### src/rtl/axi2apb_pkg.sv
// Shared APB request/response bundles and AXI response codes for the APB-to-AXI-Lite bridge.
// Types and constants only; there is no logic, latency or backpressure here.
package axi2apb;

  typedef struct packed {
    logic [31:0] paddr;
    logic [2:0]  pprot;
    logic        penable;
    logic        pwrite;
    logic [31:0] pwdata;
    logic [3:0]  pstrb;
  } apb_req_t;

  typedef struct packed {
    logic        pready;
    logic [31:0] prdata;
    logic        pslverr;
  } apb_resp_t;

  localparam logic [1:0] RESP_OKAY   = 2'b00;
  localparam logic [1:0] RESP_EXOKAY = 2'b01;
  localparam logic [1:0] RESP_SLVERR = 2'b10;
  localparam logic [1:0] RESP_DECERR = 2'b11;

endpackage

### src/rtl/apb2axi_lite.sv
// APB completer bridged to an AXI-Lite requester, one transaction at a time; all outputs registered.
// Latency setup->pready is 3 cycles minimum; AXI ready/valid stalls simply extend the APB wait (pready low).
module apb2axi_lite
  import axi2apb::*;
#(
  parameter int ADDR_WIDTH = 24,
  parameter int DATA_WIDTH = 32
) (
  input  logic                    apb_clk,
  input  logic                    apb_rst,
  input  apb_req_t                apb_req,
  input  logic                    apb_sel,
  output apb_resp_t               apb_resp,
  output logic [ADDR_WIDTH-1:0]   aw_addr,
  output logic [2:0]              aw_prot,
  output logic                    aw_valid,
  input  logic                    aw_ready,
  output logic [DATA_WIDTH-1:0]   w_data,
  output logic [DATA_WIDTH/8-1:0] w_strb,
  output logic                    w_valid,
  input  logic                    w_ready,
  input  logic [1:0]              b_resp,
  input  logic                    b_valid,
  output logic                    b_ready,
  output logic [ADDR_WIDTH-1:0]   ar_addr,
  output logic [2:0]              ar_prot,
  output logic                    ar_valid,
  input  logic                    ar_ready,
  input  logic [DATA_WIDTH-1:0]   r_data,
  input  logic [1:0]              r_resp,
  input  logic                    r_valid,
  output logic                    r_ready
);

  typedef enum logic [2:0] {IDLE, WR_REQ, WR_RESP, RD_REQ, RD_RESP, DONE} state_e;

  state_e                  state_q, state_d;
  logic [ADDR_WIDTH-1:0]   addr_q, addr_d;
  logic [2:0]              prot_q, prot_d;
  logic [DATA_WIDTH-1:0]   wdata_q, wdata_d;
  logic [DATA_WIDTH/8-1:0] strb_q, strb_d;
  logic                    aw_vld_q, aw_vld_d;
  logic                    w_vld_q, w_vld_d;
  logic                    b_rdy_q, b_rdy_d;
  logic                    ar_vld_q, ar_vld_d;
  logic                    r_rdy_q, r_rdy_d;
  logic                    pready_q, pready_d;
  logic                    pslverr_q, pslverr_d;
  logic [DATA_WIDTH-1:0]   prdata_q, prdata_d;

  logic setup, access, addr_oob;

  assign setup    = apb_sel && !apb_req.penable;
  assign access   = apb_sel && apb_req.penable;
  // Any paddr bit above the AXI address space is a decode error.
  assign addr_oob = |(apb_req.paddr >> ADDR_WIDTH);

  always_comb begin
    state_d   = state_q;
    addr_d    = addr_q;
    prot_d    = prot_q;
    wdata_d   = wdata_q;
    strb_d    = strb_q;
    aw_vld_d  = aw_vld_q;
    w_vld_d   = w_vld_q;
    b_rdy_d   = b_rdy_q;
    ar_vld_d  = ar_vld_q;
    r_rdy_d   = r_rdy_q;
    pready_d  = 1'b0;
    pslverr_d = pslverr_q;
    prdata_d  = prdata_q;
    case (state_q)
      IDLE: begin
        if (setup) begin
          if (addr_oob) begin
            state_d   = DONE;
            pready_d  = 1'b1;
            pslverr_d = 1'b1;
            prdata_d  = '0;
          end else begin
            addr_d  = apb_req.paddr[ADDR_WIDTH-1:0];
            prot_d  = apb_req.pprot;
            wdata_d = apb_req.pwdata;
            strb_d  = apb_req.pstrb;
            if (apb_req.pwrite) begin
              state_d  = WR_REQ;
              aw_vld_d = 1'b1;
              w_vld_d  = 1'b1;
            end else begin
              state_d  = RD_REQ;
              ar_vld_d = 1'b1;
            end
          end
        end else if (access) begin
          state_d   = DONE;
          pready_d  = 1'b1;
          pslverr_d = 1'b1;
          prdata_d  = '0;
        end
      end
      WR_REQ: begin
        aw_vld_d = aw_vld_q && !aw_ready;
        w_vld_d  = w_vld_q && !w_ready;
        if (!aw_vld_d && !w_vld_d) begin
          state_d = WR_RESP;
          b_rdy_d = 1'b1;
        end
      end
      WR_RESP: begin
        if (b_valid) begin
          state_d   = DONE;
          b_rdy_d   = 1'b0;
          pready_d  = 1'b1;
          pslverr_d = (b_resp != RESP_OKAY);
          prdata_d  = '0;
        end
      end
      RD_REQ: begin
        if (ar_ready) begin
          state_d  = RD_RESP;
          ar_vld_d = 1'b0;
          r_rdy_d  = 1'b1;
        end
      end
      RD_RESP: begin
        if (r_valid) begin
          state_d   = DONE;
          r_rdy_d   = 1'b0;
          pready_d  = 1'b1;
          pslverr_d = (r_resp != RESP_OKAY);
          prdata_d  = r_data;
        end
      end
      DONE: begin
        state_d = IDLE;
      end
      default: begin
        state_d = IDLE;
      end
    endcase
  end

  always_ff @(posedge apb_clk) begin
    if (apb_rst) begin
      state_q   <= IDLE;
      addr_q    <= '0;
      prot_q    <= '0;
      wdata_q   <= '0;
      strb_q    <= '0;
      aw_vld_q  <= 1'b0;
      w_vld_q   <= 1'b0;
      b_rdy_q   <= 1'b0;
      ar_vld_q  <= 1'b0;
      r_rdy_q   <= 1'b0;
      pready_q  <= 1'b0;
      pslverr_q <= 1'b0;
      prdata_q  <= '0;
    end else begin
      state_q   <= state_d;
      addr_q    <= addr_d;
      prot_q    <= prot_d;
      wdata_q   <= wdata_d;
      strb_q    <= strb_d;
      aw_vld_q  <= aw_vld_d;
      w_vld_q   <= w_vld_d;
      b_rdy_q   <= b_rdy_d;
      ar_vld_q  <= ar_vld_d;
      r_rdy_q   <= r_rdy_d;
      pready_q  <= pready_d;
      pslverr_q <= pslverr_d;
      prdata_q  <= prdata_d;
    end
  end

  assign aw_addr          = addr_q;
  assign aw_prot          = prot_q;
  assign aw_valid         = aw_vld_q;
  assign w_data           = wdata_q;
  assign w_strb           = strb_q;
  assign w_valid          = w_vld_q;
  assign b_ready          = b_rdy_q;
  assign ar_addr          = addr_q;
  assign ar_prot          = prot_q;
  assign ar_valid         = ar_vld_q;
  assign r_ready          = r_rdy_q;
  assign apb_resp.pready  = pready_q;
  assign apb_resp.prdata  = prdata_q;
  assign apb_resp.pslverr = pslverr_q;

endmodule

### config.mk
export PLATFORM = sky130hd
export DESIGN_NAME = apb2axi_lite
export DESIGN_NICKNAME = d
export VERILOG_FILES = /design/src/rtl/axi2apb_pkg.sv /design/src/rtl/apb2axi_lite.sv
export SDC_FILE = /design/constraint.sdc
export NUM_CORES = 1
export LEC_CHECK = 0
export CORE_UTILIZATION = 43
export CTS_BUF_LIST = sky130_fd_sc_hd__clkbuf_2 sky130_fd_sc_hd__clkbuf_4 sky130_fd_sc_hd__clkbuf_8
export CTS_CLUSTER_SIZE = 30
export DETAILED_ROUTE_END_ITERATION = 7
export GPL_ROUTABILITY_DRIVEN = 0
export MAX_ROUTING_LAYER = met4
export PLACE_DENSITY = 0.91
export SETUP_SLACK_MARGIN = 0.2
export SLEW_MARGIN = 10
export SYNTH_ARGS = -nofsm -noshare
export SYNTH_HDL_FRONTEND = slang
export SYNTH_SLANG_ARGS = --single-unit
### constraint.sdc
create_clock -name apb_clk -period 2.9 [get_ports apb_clk]
set_clock_uncertainty 0.1 [all_clocks]
set_input_delay 0.58 -clock apb_clk [delete_from_list [all_inputs] [get_ports apb_clk]]
set_output_delay 0.58 -clock apb_clk [all_outputs]
set_load 0.01 [all_outputs]
==> results of run 1 <==
worst paths after layout:
check / endpoint / slack, ns / depth (start not counted)
worst max-delay path: prdata_q[13]$_SDFFE_PP0P_ / 0.75 / 6
worst min-delay path: w_data[28]$_SDFFE_PP0P_ / 0.36 / 2
worst max register to register: aw_valid$_SDFFE_PP0P_ / 0.81 / 5
worst min register to register: w_data[28]$_SDFFE_PP0P_ / 0.36 / 2
critical path, stage by stage:
cell,delay [ns]
clkdlybuf4s50_1,0.40
nor3_1,0.41
nand3_2,0.20
a31oi_4,0.22
buf_12,0.26
mux2i_1,0.23
flip-flops by register name, summed over array words and instances (netlist names), 3 cells and up:
| register | count |
|---|---|
| state_q | 3 |
| ar_prot | 3 |
| w_strb | 4 |
| prdata_q | 32 |
| ar_addr | 24 |
| w_data | 32 |
power by group through the flow:
stage          Sequential [W]  Clock (W)  Combinational, W
2_1_floorplan         0.00155          0          0.000280
3_3_place_gp          0.00155          0          0.000503
3_5_place_dp          0.00155          0          0.000513
4_1_cts               0.00152   0.000832          0.000517
5_1_grt               0.00153   0.000907          0.000546
6_report              0.00152   0.000817          0.000516
layout by cell type, fill, tap and decap left out, drive strengths merged:
master           n
a2111oi          1
a211oi           1
a21oi           68
a311o            1
a311oi           1
a31o             1
a31oi            2
and2             1
and2b            1
and4             1
and4bb           1
buf              8
clkbuf          10
clkdlybuf4s50  244
clkinv           2
clkinvlp         1
dfxtp          105
inv              3
mux2             1
mux2i           33
nand2          164
nand2b          36
nand3            1
nand3b           1
nand4            1
nor2             8
nor2b            2
nor3             2
nor3b            1
nor4             2
nor4b            2
o21a             2
o21ai            5
o21bai           1
o22ai            1
o31ai            1
or2              1
per-stage QoR:
| stage | area (µm²) | utilization | total power, W | hold WS, ns | cells |
|---|---|---|---|---|---|
| finish | 6830 | 0.692 | 0.00286 | 0.360 | 850 |
| global route | 6830 | 0.692 | 0.00298 | 0.386 | 850 |
| CTS | 6830 | 0.692 | 0.00287 | 0.360 | 850 |
| detailed placement | 6660 | 0.675 | 0.00207 | 0.346 | 836 |
| global placement | 6660 | 0.675 | 0.00206 | 0.342 | 836 |
| floorplan | 4410 | - | 0.00183 | 0.353 | 515 |
logic make-up (layout without fill, tap and decap cells):
family	count (synthesis)	after routing	synth area share
compound gates	85	85	0.107
buf+inv	66	268	0.103
flops	105	105	0.477
mux	34	34	0.0775
simple gates	225	225	0.235
layout make-up:
class,instances,area [µm²],area share
clock buffer,10,138,0.0202
clock inverter,4,30.0,0.00440
inverter,2,7.51,0.00110
multi-input combinational,344,1860,0.272
sequential,105,2100,0.308
tap,133,166,0.0244
timing repair buffer,252,2520,0.370
synth_stat cells (2+ instances only):
library cell / instances
o21ai_0: 5
dfxtp_1: 105
buf_6: 3
nor3_1: 2
o21a_1: 2
buf_4: 35
buf_2: 4
nor2b_1: 2
nand2b_1: 36
a21oi_1: 68
buf_12: 3
mux2i_1: 33
inv_1: 2
clkbuf_1: 19
nand2_1: 164
nor2_1: 8
per-layer routing:
metal	vias to the layer above	track usage	part of all wire
li1	2037	-	-
met1	1956	0.254	0.39
met2	193	0.426	0.51
met3	27	0.0672	0.085
met4	0	0.0878	0.022
met5	-	-	0
==> metrics.yaml, run 1 <==
antenna_cells: 0
sw_frac_of_total: 0.256
wirelength_mm: 12.8
worstMarginPinSlew_ns: 0.544
antenna_found_initial: 0
synth_seq_cells: 105
outcome: "finished, final reports clean"
slew_violations: 0
setup_violations: 0
end_kind: "flop"
yosys.area.top_type: "dfxtp_1"
cts_tree: "yes"
fin_crit_ns: 2.15
ys.flop_type: "dfxtp_1"
dieArea_um2: 10700
synthArstFlopShare: 0
gr-usage-all-layers: 0.240
syn_area_um2: 4410
htreeDepth: 3
power.switching_w: 0.000732
syn_to_final_growth_pct: 54.9
layout.nets: 831
pre_cts_ws_ns: 0.416
min_from: "w_data[28]$_SDFFE_PP0P_"
critPathArrivalTime_ns: 2.33
combinationalPowerShare: 0.181
grt_max_degree: 65
die_h_um: 103
ant_nets: 0
hold_path_class: "reg2reg"
cap_violations: 0
yosys-top-cells-area: "dfxtp_1 (48%), nand2_1 (14%), a21oi_1 (7.7%), mux2i_1 (7.5%), buf_4 (6.0%)"
pwr-share-seq: 0.533
via_count: 4213
grt_pass1_vias: 4149
wl_per_cell_um: 15.1
yosysTopAreaCellShare: 0.477
ir_drop_mv: 0.297
fmax_mhz: 466
clock_path_buffers: 2
core_area_um2: 9860
grt_pass1_wl_mm: 19.2
power.density_nw_per_um2: 418
required_ns: 3.08
cts_resized: 0
setup_ws_ns: 0.755
drt_iter0_markers: 94
die_width_um: 103
drc: 0
p_clk_frac: 0.286
p_int_w: 0.00212
nFillCells: 710
cts.sinks: 105
port-buffer-count: 245
drive_above_1_share: 0.0446
cts.clk_slew.worst_paths_ns: 0.10
postSynthCellCount: 515
synth_edf_count: 0
fin_crit_sh: 0.740
cts_buffers: 9
start_util: 0.447
rsz0062_at_grt: "no"
syn_avg_cell_area_um2: 8.56
r2r_start: "state_q[1]$_SDFFE_PP0P_"
rows: 36
setup_tns_ns: 0
yosys_warnings: 0
dr.pass1.iters: 4
startpoint_type: "input port"
grt_overflow_total: 0
seq_area_frac_synth: 0.477
power.leakage_nw: 2.38
postCtsSetupBuffers: 0
dp_hpwl_mm: 9.64
synthesis.nets: 632
cts-root-buf: "clkbuf_8"
path_max_fanout: 34
clk-insertion-delay-late_ns: 0.34
routed_via_density: 4.96
ys_types: 40
io_pins: 246
criticalPathCategory: "in2reg"
cp-startpoint: "apb_req[66]"
maxSlewHeadroom: 0.637
postCtsHoldBufs: 0
hold_viol: 0
Note: power is estimated with default switching activity, not from simulation.
==> inputs of run 2 (changes only) <==
--- a/config.mk
+++ b/config.mk
@@ -5,13 +5,13 @@
 export SDC_FILE = /design/constraint.sdc
 export NUM_CORES = 1
 export LEC_CHECK = 0
-export CORE_UTILIZATION = 43
+export CORE_UTILIZATION = 40
 export CTS_BUF_LIST = sky130_fd_sc_hd__clkbuf_2 sky130_fd_sc_hd__clkbuf_4 sky130_fd_sc_hd__clkbuf_8
 export CTS_CLUSTER_SIZE = 30
 export DETAILED_ROUTE_END_ITERATION = 7
 export GPL_ROUTABILITY_DRIVEN = 0
 export MAX_ROUTING_LAYER = met4
-export PLACE_DENSITY = 0.91
+export PLACE_DENSITY = 0.86
 export SETUP_SLACK_MARGIN = 0.2
 export SLEW_MARGIN = 10
 export SYNTH_ARGS = -nofsm -noshare
==> constraint.sdc (replaced) <==
create_clock -name apb_clk -period 2.2 [get_ports apb_clk]
set_clock_uncertainty 0.1 [all_clocks]
set_input_delay 0.44 -clock apb_clk [delete_from_list [all_inputs] [get_ports apb_clk]]
set_output_delay 0.44 -clock apb_clk [all_outputs]
set_load 0.01 [all_outputs]
==> metrics.yaml, run 2 (synthesis results as in run 1) <==
port-buffer-count: 245
power.leakage_nw: 2.49
via_count: 4189
final_common_cell: "clkdlybuf4s50_1"
rsz0062_at_grt: "no"
drc: 0
finalNonFillerCells: 865
nFillCells: 849
clk-insertion-delay-late_ns: 0.35
cap_violations: 0
grt_pass1_wl_mm: 19.5
path_max_fanout: 7
wl_per_cell_um: 15.0
drive_above_1_share: 0.0631
cp_slowest_cell: "clkdlybuf4s50_1"
antenna_cells: 0
die_h_um: 107
power.density_nw_per_um2: 549
setup_violations: 0
ant_nets: 0
slew_violations: 0
core_area_um2: 10500
rows: 37
die_width_um: 107
dp_hpwl_mm: 9.41
syn_to_final_growth_pct: 58.8
hold_path_class: "reg2reg"
fin_hold_ws_ns: 0.360
dieArea_um2: 11400
outcome: "finished, final reports clean"
fin_crit_ns: 2.02
required_ns: 2.38
drt_iter0_markers: 164
startpoint_type: "input port"
r2r_start: "state_q[2]$_SDFFE_PP0P_"
worstMarginPinSlew_ns: 0.498
p_total_w: 0.00384
cts.clk_slew.worst_paths_ns: 0.10
io_pins: 246
ir_drop_mv: 0.405
grt_max_degree: 45
grt_overflow_total: 0
r2r_slack_ns: 0.28
gr-usage-all-layers: 0.222
maxSlewHeadroom: 0.667
multi_input_area_um2: 1870
cp-startpoint: "apb_req[69]"
wirelength_mm: 13.0
mostFrequentLayoutCells: "clkdlybuf4s50_1 (239), nand2_1 (164), dfxtp_1 (104)"
cp_num_cells: 6
dp_cells: 844
cts.sinks: 105
htreeDepth: 3
crit_family: "buffers and inverters"
start_util: 0.420
dr.pass1.iters: 6
cts_tree: "yes"
crit_end: "prdata_q[10]$_SDFFE_PP0P_"
critPathMaxStageDelay_ns: 0.44
hold_viol: 0
routed_via_density: 4.84
layout.nets: 842
fin_crit_sh: 0.918
cts_buffers: 9
path_cells: "clkdlybuf4s50_1 -> nor4_4 -> nand3_4 -> a31oi_4 -> clkbuf_16 -> mux2i_1"
cts-root-buf: "clkbuf_8"
end_kind: "flop"
fmax_mhz: 495
min_from: "w_data[22]$_SDFFE_PP0P_"
path_buf_inv: 2
regToRegEndpoint: "prdata_q[10]$_SDFFE_PP0P_"
critPathArrivalTime_ns: 2.20
clock_path_buffers: 2
grt_pass1_vias: 4030
postCtsHoldBufs: 0
reg2regPathDepth: 4
antenna_found_initial: 0
criticalPathCategory: "in2reg"
regArea_um2: 2100
-- run 2: changes by cell type in the layout (fill, tap and decap cells not counted), moves of 2 or more --
cell	change
buf_6	+2
dlymetal6s2s_1	+5
clkbuf_4	+2
buf_4	+7
clkinvlp_4	+2
clkbuf_16	+2
clkdlybuf4s50_1	-5
-- run 2: what timing repair did --
action                     in CTS  in global routing
gates resized for setup         0                  9
setup endpoints to repair       0                 14
setup buffers                   0                  3
-- run 2: routing by layer --
layer,GRT usage,share of wire,up-vias,routed length (µm)
met3,0.0650,0.072,14,937
met4,0.0558,0.014,0,182
met5,-,0,-,0
met1,0.252,0.41,1950,5290
met2,0.381,0.51,165,6570
li1,-,-,2060,-
-- run 2: report_power, final --
group	internal (W)	total, W	switching (W)
Combinational	0.000465	0.000771	0.000306
Sequential	0.00195	0.00200	0.0000433
Clock	0.000434	0.00108	0.000643
-- run 2: tightest hold or removal path, delay by kind of cell, from the launching register on --
family | cells | cell delay, ns
AND/OR/NAND/NOR | 1 | 0.05
AO/OA/AOI/OAI | 1 | 0.05
flip-flops | 1 | 0.32
-- run 2: worst min path at each step --
stage                                          to  slack, ns  depth (start not counted)
final                     w_data[22]$_SDFFE_PP0P_       0.36                          2
after global routing      w_data[26]$_SDFFE_PP0P_       0.38                          2
after CTS                 w_data[22]$_SDFFE_PP0P_       0.36                          2
after detailed placement  w_data[22]$_SDFFE_PP0P_       0.35                          2
after global placement     w_strb[0]$_SDFFE_PP0P_       0.34                          2
after floorplan            pslverr_q$_SDFFE_PP0P_       0.35                          2
-- run 2: area by class of cell --
cell class,count,share of cell area
Timing Repair Buffer,263,0.382
Sequential cell,105,0.300
Multi-Input combinational cell,344,0.268
Tap cell,136,0.0243
Clock buffer,11,0.0198
Clock inverter,4,0.00447
Inverter,2,0.00107
-- run 2: metrics by stage --
step           setup WS [ns]  area, µm²  setup TNS (ns)   util
2_1_floorplan          0.448       4410               0      -
3_3_place_gp         -0.0234       6720          -0.918  0.639
3_5_place_dp          -0.113       6720           -3.31  0.639
4_1_cts                0.242       6890               0  0.655
5_1_grt                0.148       7000               0  0.666
6_report               0.181       7000               0  0.666
==> inputs of run 3 (changes only) <==
--- a/config.mk
+++ b/config.mk
@@ -12,6 +12,7 @@
 export GPL_ROUTABILITY_DRIVEN = 0
 export MAX_ROUTING_LAYER = met4
 export PLACE_DENSITY = 0.86
+export REMOVE_ABC_BUFFERS = 1
 export SETUP_SLACK_MARGIN = 0.2
 export SLEW_MARGIN = 10
 export SYNTH_ARGS = -nofsm -noshare
==> metrics.yaml, run 3 (synthesis results as in run 1) <==
hold_viol: 0
syn_to_final_growth_pct: 59.3
dr.pass1.iters: 4
fmax_mhz: 525
reg2regPathDepth: 6
hold_path_class: "in2reg"
cts-root-buf: "clkbuf_8"
grt_pass1_vias: 4035
final_common_cell: "clkdlybuf4s50_1"
clock_path_buffers: 2
drive_above_1_share: 0.0645
worstMarginPinSlew_ns: 0.387
via_count: 4222
power.density_nw_per_um2: 556
cts_buffers: 9
drt_iter0_markers: 303
drc: 0
antenna_cells: 0
p_clk_frac: 0.283
rows: 37
die_h_um: 107
fin_hold_ws_ns: 0.323
critPathArrivalTime_ns: 2.08
wl_per_cell_um: 15.0
outcome: "finished, final reports clean"
cp_num_cells: 7
gr-usage-all-layers: 0.216
grt_pass1_wl_mm: 19.3
antenna_found_initial: 0
ir_drop_mv: 0.434
path_cells: "clkdlybuf4s50_1 -> nor4_4 -> nand3_2 -> a31oi_4 -> buf_12 -> clkbuf_16 -> mux2i_1"
port-buffer-count: 245
pwr-share-seq: 0.513
fin_crit_ns: 1.91
power.leakage_nw: 2.48
r2r_slack_ns: 0.38
path_buf_inv: 3
maxSlewHeadroom: 0.741
sw_frac_of_total: 0.261
crit_family: "buffers and inverters"
nFillCells: 827
criticalPathCategory: "in2reg"
clk-insertion-delay-late_ns: 0.35
core_area_um2: 10500
mostFrequentLayoutCells: "clkdlybuf4s50_1 (243), nand2_1 (164), dfxtp_1 (104)"
required_ns: 2.38
wirelength_mm: 13.0
power.switching_w: 0.00102
end_kind: "flop"
startpoint_type: "input port"
slew_violations: 0
die_width_um: 107
path_max_fanout: 8
cp_slowest_cell: "clkdlybuf4s50_1"
p_int_w: 0.00289
dp_hpwl_mm: 9.31
regArea_um2: 2100
htreeDepth: 3
postCtsHoldBufs: 0
cts_tree: "yes"
setup_tns_ns: 0
routed_via_density: 4.88
ant_nets: 0
grt_max_degree: 64
fin_crit_sh: 0.866
multi_input_area_um2: 1870
grt_overflow_total: 0
critPathMaxStageDelay_ns: 0.44
cts.clk_slew.worst_paths_ns: 0.11
fin_util: 0.669
combinationalPowerShare: 0.204
cap_violations: 0
whs_path_depth: 2
start_util: 0.420
rsz0062_at_grt: "no"
setup_violations: 0
layout.nets: 841
io_pins: 246
dieArea_um2: 11400
cts.sinks: 105
-- run 3: area by class of cell --
type	instances	area share
multi-input combinational	344	0.266
tap	136	0.0242
timing repair buffer	262	0.384
sequential	105	0.299
inverter	2	0.00107
clock buffer	10	0.0187
clock inverter	6	0.00677
-- run 3: worst reg2reg max path: cells and delay by family (launching register included) --
kind	cells	cell delay (ns)
AO/OA/AOI/OAI	1	0.22
buffers and inverters	2	0.32
flip-flops	1	0.41
AND/OR/NAND/NOR	2	0.49
multiplexers	1	0.19
-- run 3: worst paths after layout --
check	startpoint	end
setup / recovery	apb_req[70]	prdata_q[1]$_SDFFE_PP0P_
hold / removal	apb_rst	r_ready$_SDFFE_PP0P_
setup reg to reg	state_q[2]$_SDFFE_PP0P_	prdata_q[1]$_SDFFE_PP0P_
hold reg to reg	w_data[10]$_SDFFE_PP0P_	w_data[10]$_SDFFE_PP0P_
-- run 3: power groups by stage --
stage                     sequential (W)  clock, W  combinational, W
after floorplan                  0.00206         0          0.000258
after global placement           0.00204         0          0.000678
after detailed placement         0.00205         0          0.000689
after CTS                        0.00200   0.00114          0.000694
after global routing             0.00201   0.00123          0.000844
final                            0.00200   0.00110          0.000799
-- run 3: metal layers --
layer  GRT usage  part of all wire
met1       0.241              0.40
met2       0.396              0.52
met3      0.0407             0.065
met4      0.0528             0.014
met5           -                 0
-- run 3: timing repair --
item | 4_1_cts | 5_1_grt
setup endpoints to repair | 0 | 82
setup buffers | 0 | 1
resized for setup | 0 | 4
-- run 3: metrics by stage --
step | total power (W) | setup slack, ns | cells | area (µm²)
2_1_floorplan | 0.00232 | -0.810 | 451 | 3960
3_3_place_gp | 0.00272 | -0.0126 | 844 | 6730
3_5_place_dp | 0.00273 | -0.102 | 844 | 6730
5_1_grt | 0.00409 | 0.213 | 865 | 7030
6_report | 0.00391 | 0.294 | 865 | 7030
4_1_cts | 0.00384 | 0.217 | 860 | 6910
